File: src/rtl/serial_subtractor.sv
// Bit-serial N-bit subtractor: computes a - b - bin one bit per clock, LSB first,
// with valid/ready handshakes on both the operand and the result side.
module serial_subtractor #(
    parameter int N = 8
) (
    input  logic         clk,
    input  logic         rst_n,
    input  logic         in_valid,
    output logic         in_ready,
    input  logic [N-1:0] a,
    input  logic [N-1:0] b,
    input  logic         bin,
    output logic         out_valid,
    input  logic         out_ready,
    output logic [N-1:0] diff,
    output logic         bout,
    output logic         ovf,
    output logic         zero
);

    localparam int CW = $clog2(N + 1);

    typedef enum logic [1:0] {IDLE, RUN, DONE} state_t;

    state_t         state, state_nx;
    logic [N-1:0]   a_sh, b_sh, diff_sh;
    logic           borrow;
    logic [CW-1:0]  cnt;
    logic           a_msb, b_msb;

    logic           x, y, d, borrow_nx, last;
    logic [N-1:0]   diff_nx;

    assign x         = a_sh[0];
    assign y         = b_sh[0];
    assign d         = x ^ y ^ borrow;
    assign borrow_nx = (~x & y) | (~(x ^ y) & borrow);
    assign last      = (cnt == CW'(N - 1));

    // New difference bit enters at the MSB; written this way so N = 1 needs no special case.
    always_comb begin
        diff_nx        = diff_sh >> 1;
        diff_nx[N-1]   = d;
    end

    assign in_ready  = (state == IDLE);
    assign out_valid = (state == DONE);

    always_ff @(posedge clk or negedge rst_n) begin
        if (!rst_n) state <= IDLE;
        else        state <= state_nx;
    end

    always_comb begin
        state_nx = state;
        case (state)
            IDLE:    if (in_valid)  state_nx = RUN;
            RUN:     if (last)      state_nx = DONE;
            DONE:    if (out_ready) state_nx = IDLE;
            default:                state_nx = IDLE;
        endcase
    end

    always_ff @(posedge clk or negedge rst_n) begin
        if (!rst_n) begin
            a_sh    <= '0;
            b_sh    <= '0;
            diff_sh <= '0;
            borrow  <= 1'b0;
            cnt     <= '0;
            a_msb   <= 1'b0;
            b_msb   <= 1'b0;
            diff    <= '0;
            bout    <= 1'b0;
            ovf     <= 1'b0;
            zero    <= 1'b0;
        end else if (state == IDLE && in_valid) begin
            a_sh    <= a;
            b_sh    <= b;
            borrow  <= bin;
            cnt     <= '0;
            a_msb   <= a[N-1];
            b_msb   <= b[N-1];
        end else if (state == RUN) begin
            a_sh    <= a_sh >> 1;
            b_sh    <= b_sh >> 1;
            diff_sh <= diff_nx;
            borrow  <= borrow_nx;
            cnt     <= cnt + CW'(1);
            // Results are published on the final bit so DONE sees them immediately.
            if (last) begin
                diff <= diff_nx;
                bout <= borrow_nx;
                ovf  <= (a_msb != b_msb) && (diff_nx[N-1] != a_msb);
                zero <= (diff_nx == '0);
            end
        end
    end

endmodule

File: config.mk
export PLATFORM = sky130hd
export DESIGN_NAME = serial_subtractor
export DESIGN_NICKNAME = d
export VERILOG_FILES = /design/src/rtl/serial_subtractor.sv
export SDC_FILE = /design/constraint.sdc
export NUM_CORES = 1
export LEC_CHECK = 0
export ABC_AREA = 1
export CORE_MARGIN = 2
export CORE_UTILIZATION = 45
export DETAILED_ROUTE_END_ITERATION = 16
export DONT_BUFFER_PORTS = 1
export PLACE_DENSITY = 0.58
export SYNTH_ARGS = -nofsm -noshare
export SYNTH_HDL_FRONTEND = slang
export SYNTH_SLANG_ARGS = --single-unit
File: constraint.sdc
create_clock -name clk -period 2.9 [get_ports clk]
set_input_delay 0.29 -clock clk [delete_from_list [all_inputs] [get_ports clk]]
set_output_delay 0.29 -clock clk [all_outputs]
set_load 0.02 [all_outputs]
==> After elaboration in Yosys (flattened, before gate mapping) <==
Index checks and enable logic that the tools add are counted.
{ "word_totals": {"inputBits": 21, "regBits": 44, "word_cells": 49, "out_inout_bits": 13} }
{ "classes": {"n_eq_ne": 8, "reduce_logical": 8, "mux": 12, "bitwise": 8, "add_sub_neg": 1} }
{ "op_table": {"columns": ["operator", "count"], "rows": [
  ["8-bit 2-to-1 mux", 4],
  ["8-bit logical NOT", 1],
  ["4-bit 2-to-1 mux", 2],
  ["2-bit 2-to-1 mux", 3],
  ["2-bit case mux with 3 select lines", 1],
  ["3-bit AND reduction", 2],
  ["4-bit by 1-bit adder with 4-bit output, second input constant", 1],
  ["4-bit by 3-bit == test with 1-bit output, second input constant", 1],
  ["2-bit != test, second input constant", 2],
  ["1-bit inverter", 3],
  ["1-bit AND", 2],
  ["2-bit by 1-bit == test with 1-bit output, second input constant", 1],
  ["2-bit == test, second input constant", 1],
  ["1-bit logical AND", 2],
  ["2-bit logical NOT", 1],
  ["1-bit 2-to-1 mux", 2],
  ["1-bit != test", 2],
  ["2-bit by 1-bit != test with 1-bit output, second input constant", 1],
  ["2-bit AND reduction", 1],
  ["2-bit nonzero test", 1],
  ["1-bit XOR", 2],
  ["1-bit bitwise OR", 1]
]} }

==> Longest topological paths before layout <==
{ "depth": {"ltp_word": 6, "mapped_depth": 7, "mapped_depth_nobuf": 7} }

==> Worst setup path before layout <==
Ideal clock, no wire load.
{ "synth_path": {"path_kind": "register to register", "startpoint": "register a_sh[0]", "endpoint": "register ovf", "required_ns": 2.784, "path_stages_with_launch": 7, "period_less_slack_ns": 1.324, "slack_ns": 1.576, "setup_time_ns": 0.116, "path_buffers": 0, "arrival_ns": 1.207, "path_cell_list": "dfrtp_1 -> fa_1 -> inv_1 -> nand3_1 -> nand2_1 -> nand2_1 -> nand2_1"} }
{ "synth_via": {"elab_chain_len": 4} }
{ "synth_lines": {"columns": ["element", "line", "source"], "rows": [
  ["from (decl)", "26", "logic [N-1:0] a_sh, b_sh, diff_sh;"],
  ["from (signal assigned)", "85", "a_sh <= a_sh >> 1;"],
  ["1-bit XOR (2 in series)", "36", "assign d = x ^ y ^ borrow;"],
  ["net d", "31", "logic x, y, d, borrow_nx, last;"],
  ["1-bit != test", "94", "ovf <= (a_msb != b_msb) && (diff_nx[N-1] != a_msb);"],
  ["1-bit logical AND", "94", null],
  ["to (signal assigned)", "94", null],
  ["to (decl)", "17", "output logic ovf,"]
]} }
The timed path passes the listed nets, and every way through them passes these cells.
A chain may end at the register's enable or synchronous reset.

==> Worst setup path after layout <==
{ "layout_path": {"startpoint": "register state[1]", "endpoint": "register diff[1]"} }
{ "layout_via": {"elab_chain_len": 4, "word_cells_on_any_way": 5, "classes_between": "1 x eq/ne; 1 x bitwise; 3 x reduce/logical"} }
{ "layout_lines": {"columns": ["element", "line", "source"], "rows": [
  ["from (decl)", "25", "state_t state, state_nx;"],
  ["from (signal assigned)", "51", "else state <= state_nx;"],
  ["2-bit logical NOT", "77", "end else if (state == IDLE && in_valid) begin"],
  ["1-bit logical AND", "77", null],
  ["1-bit inverter (no source line)", null, null],
  ["3-bit AND reduction (no source line) (*)", null, null],
  ["to (signal assigned)", "92", "diff <= diff_nx;"],
  ["to (decl)", "15", "output logic [N-1:0] diff,"]
]} }
Mark *: on every way between the ends. The rest lies on a longest branch, timed or not.

==> impl_metrics.py <==
metrics = {
    "outcome": {
        "status": "completed",
    },
    "die": {
        "die_w_um": 68.6,
        "ioPinCount": 34,
        "core.rowCount": 23,
        "die_y_um": 68.6,
        "initial_utilization_pct": 47.0,
        "die-area_mm2": 0.00471,
        "core_mm2": 0.00400,
    },
    "power_and_ir_drop": {
        "internal-power_mw": 1.25,
        "power_mw": 2.09,
        "irDropWorstVdd_uv": 483,
        "power_density_mw_per_mm2": 1050,
        "combPwrFrac_pct": 32.1,
        "netSwitchingPower_mw": 0.839,
        "swShare_pct": 40.1,
        "p_leak_nw": 0.998,
        "seqPwrFrac_pct": 51.7,
        "p_clk_share_pct": 16.2,
    },
    "final_layout": {
        "nets": 239,
        "final_cells": 265,
        "area_delta_synth_final_pct": 6.19,
        "drive_gt1_share_pct": 10.2,
        "antenna_cells": 0,
    },
    "global_routing": {
        "grt_overflow": 0,
        "grtUsageTotal_pct": 16.3,
        "grt_pass1_wl_mm": 5.55,
        "antenna_found_initial": 0,
        "first_global_vias": 1239,
        "grt_max_degree": 44,
    },
    "detailed_routing": {
        "drtAntennaViolNets": 0,
        "route.detailed.drc": 0,
        "vias": 1309,
        "drt-pass1-iter-count": 4,
        "dr.first_iter.drc_count": 88,
        "wire_per_inst_um": 12.3,
        "viasPerCell": 4.94,
        "routed_wl_mm": 3.26,
    },
    "placement": {
        "dp.cells": 257,
        "gp_congestion": 0.762,
        "portBuffers": 0,
        "hpwlAfterDp_mm": 2.24,
    },
    "worst_setup_path": {
        "cp-end-kind": "register",
        "crit_family": "simple AND/OR/NAND/NOR gates",
        "criticalPathCategory": "reg -> reg",
        "cp_slowest_cell": "dfrtp_1",
        "reg2reg_to": "diff[1]",
        "r2r-start": "state[1]",
        "cp.arrival_ns": 1.68,
        "reg2reg_depth": 6,
        "crit_buf_inv": 2,
        "worstPathRequired_ns": 3.07,
        "slowest_delay_ns": 0.39,
        "r2r_setup_slack_ns": 1.38,
        "cp_max_fo": 20,
        "path_cells": "inv_1, nand2_4, inv_4, nand2_2, nand2_1, o21ai_2",
        "start_kind": "register",
    },
    "synthesis": {
        "yosysWarnings": 0,
        "synthTopCellsByCount": "89 x nand2_1, 43 x dfrtp_1, 19 x nand3_1, 14 x inv_1, 12 x o21ai_0",
        "syn_avg_cell_area_um2": 8.83,
        "synth_seq_area_share_pct": 57.2,
        "synth.most_common_cell": "nand2_1",
        "synth_cell_types": 21,
        "synth_fp_nets": 236,
        "ys_seq_elements": 43,
        "synth_edf_count": 0,
        "synth_area_mm2": 0.00188,
        "synthArstFlopShare_pct": 100,
        "yosysTopAreaCell": "dfrtp_1",
        "ys.flop_type": "dfrtp_1",
        "syn_inst": 213,
        "synth_top_area_share_pct": 57.2,
        "yosys-top-cells-area": "dfrtp_1 57%, nand2_1 18%, nand3_1 5.1%",
    },
    "run": {
        "drv_cap": 0,
    },
    "cts": {
        "postCtsSetupBuffers": 0,
        "clkTransAtPathRegs_ns": 0.07,
        "post_cts_resized": 0,
        "clkLatencyLatePin_ns": 0.29,
        "cts_root_buffer": "clkbuf_8",
        "postCtsHoldBufs": 2,
        "clock_path_buffers": 2,
        "cts_buffers": 5,
        "cts_tree": "done",
        "cts_num_sinks": 43,
        "h-tree-depth": 2,
    },
    "min_path": {
        "whs_path_depth": 1,
        "min-delay-start": "out_ready",
        "hp-class": "in -> reg",
        "hold_path_end": "state[1]",
    },
    "sta": {
        "clock_skew_ns": 0.00201,
        "slew_violations": 0,
        "slew-limit-headroom_pct": 71.6,
        "max_freq_mhz": 659,
        "rsz0062_at_grt": "no",
        "setup_tns_ns": 0,
        "timing.final.crit_share_pct": 52.3,
        "hold_viol_final": 0,
        "timing.hold.ws_ns": 0.0974,
        "period_minus_slack_ns": 1.52,
        "worst_pin_slew_ns": 0.425,
        "setup_viol_count_final": 0,
    },
}
==> metrics by stage <==
| step | util (%) | area [um2] | worst slack, ns |
|---|---|---|---|
| after global placement | 47.4 | 1890 | 1.43 |
| final | 49.9 | 2000 | 1.38 |
| after CTS | 49.9 | 2000 | 1.36 |
| after global routing | 49.9 | 2000 | 1.24 |
| after floorplan | - | 1880 | 1.58 |
| after detailed placement | 47.4 | 1890 | 1.38 |
==> cell type report <==
cell class,instances,area [um2]
clock buffer,6,72.6
inverter,16,62.6
multi-input combinational,147,686
timing repair buffer,3,37.5
fill,395,2000
tap,50,62.6
sequential,43,1080
==> registers in the layout (all words and copies together), names as in the netlist <==
register	cells
a_sh	8
b_sh	8
diff	8
diff_sh	7
cnt	4
state	2
a_msb	1
b_msb	1
borrow	1
bout	1
ovf	1
zero	1
==> logic make-up (layout without fill, tap and decap cells) <==
kind of cell | count (synthesis) | after routing | share of synthesized area [%]
AOI/OAI and AO/OA | 21 | 21 | 7.32
xor gates and xnor gates | 1 | 1 | 0.466
adders and majority gates | 2 | 2 | 1.73
buffers and inverters | 23 | 25 | 6.32
DFF | 43 | 43 | 57.2
and+or+nand+nor | 123 | 123 | 26.9
==> worst max path at each step <==
| stage | cells after the start | slack (ns) | to | startpoint |
|---|---|---|---|---|
| final | 6 | 1.38 | diff[1] | state[1] |
| after global routing | 6 | 1.24 | diff[5] | state[1] |
| after CTS | 6 | 1.36 | diff[1] | state[1] |
| after detailed placement | 6 | 1.38 | diff[1] | state[1] |
| after global placement | 6 | 1.43 | diff[7] | state[1] |
| after floorplan | 6 | 1.58 | ovf | a_sh[0] |
==> per-layer routing <==
layer,track usage [%],wire length (um),up-vias
met5,0,0,-
li1,-,-,665
met1,20.9,1520,602
met4,6.75,55,0
met2,24.8,1490,36
met3,6.01,193,6
==> power groups by stage <==
stage / clock network [mW] / logic [mW] / registers, mW
2_1_floorplan: 0 / 0.578 / 1.06
3_3_place_gp: 0 / 0.650 / 1.09
3_5_place_dp: 0 / 0.670 / 1.09
4_1_cts: 0.358 / 0.688 / 1.09
5_1_grt: 0.387 / 0.792 / 1.12
6_report: 0.339 / 0.672 / 1.08
==> layout by cell type, fill, tap and decap left out <==
| cell | synthesis | final |
|---|---|---|
| inv_4 | 1 | 1 |
| or2_2 | 1 | 1 |
| fa_1 | 1 | 1 |
| o21ai_0 | 12 | 11 |
| o31ai_1 | 1 | 1 |
| nand3_1 | 19 | 19 |
| o21ai_2 | 8 | 8 |
| inv_1 | 14 | 14 |
| nand2_1 | 89 | 89 |
| inv_2 | 1 | 1 |
| dfrtp_1 | 43 | 43 |
| xor2_1 | 1 | 1 |
| nand2_4 | 1 | 1 |
| nor2_2 | 1 | 1 |
| clkbuf_1 | 0 | 1 |
| nand2_2 | 2 | 2 |
| clkbuf_8 | 0 | 5 |
| o21ai_1 | 0 | 1 |
| dlygate4sd3_1 | 0 | 1 |
| ha_1 | 1 | 1 |
| buf_4 | 1 | 1 |
| buf_12 | 0 | 1 |
| nor2_1 | 9 | 9 |
| nand3b_1 | 1 | 1 |
(Power assumes the default switching activity.)
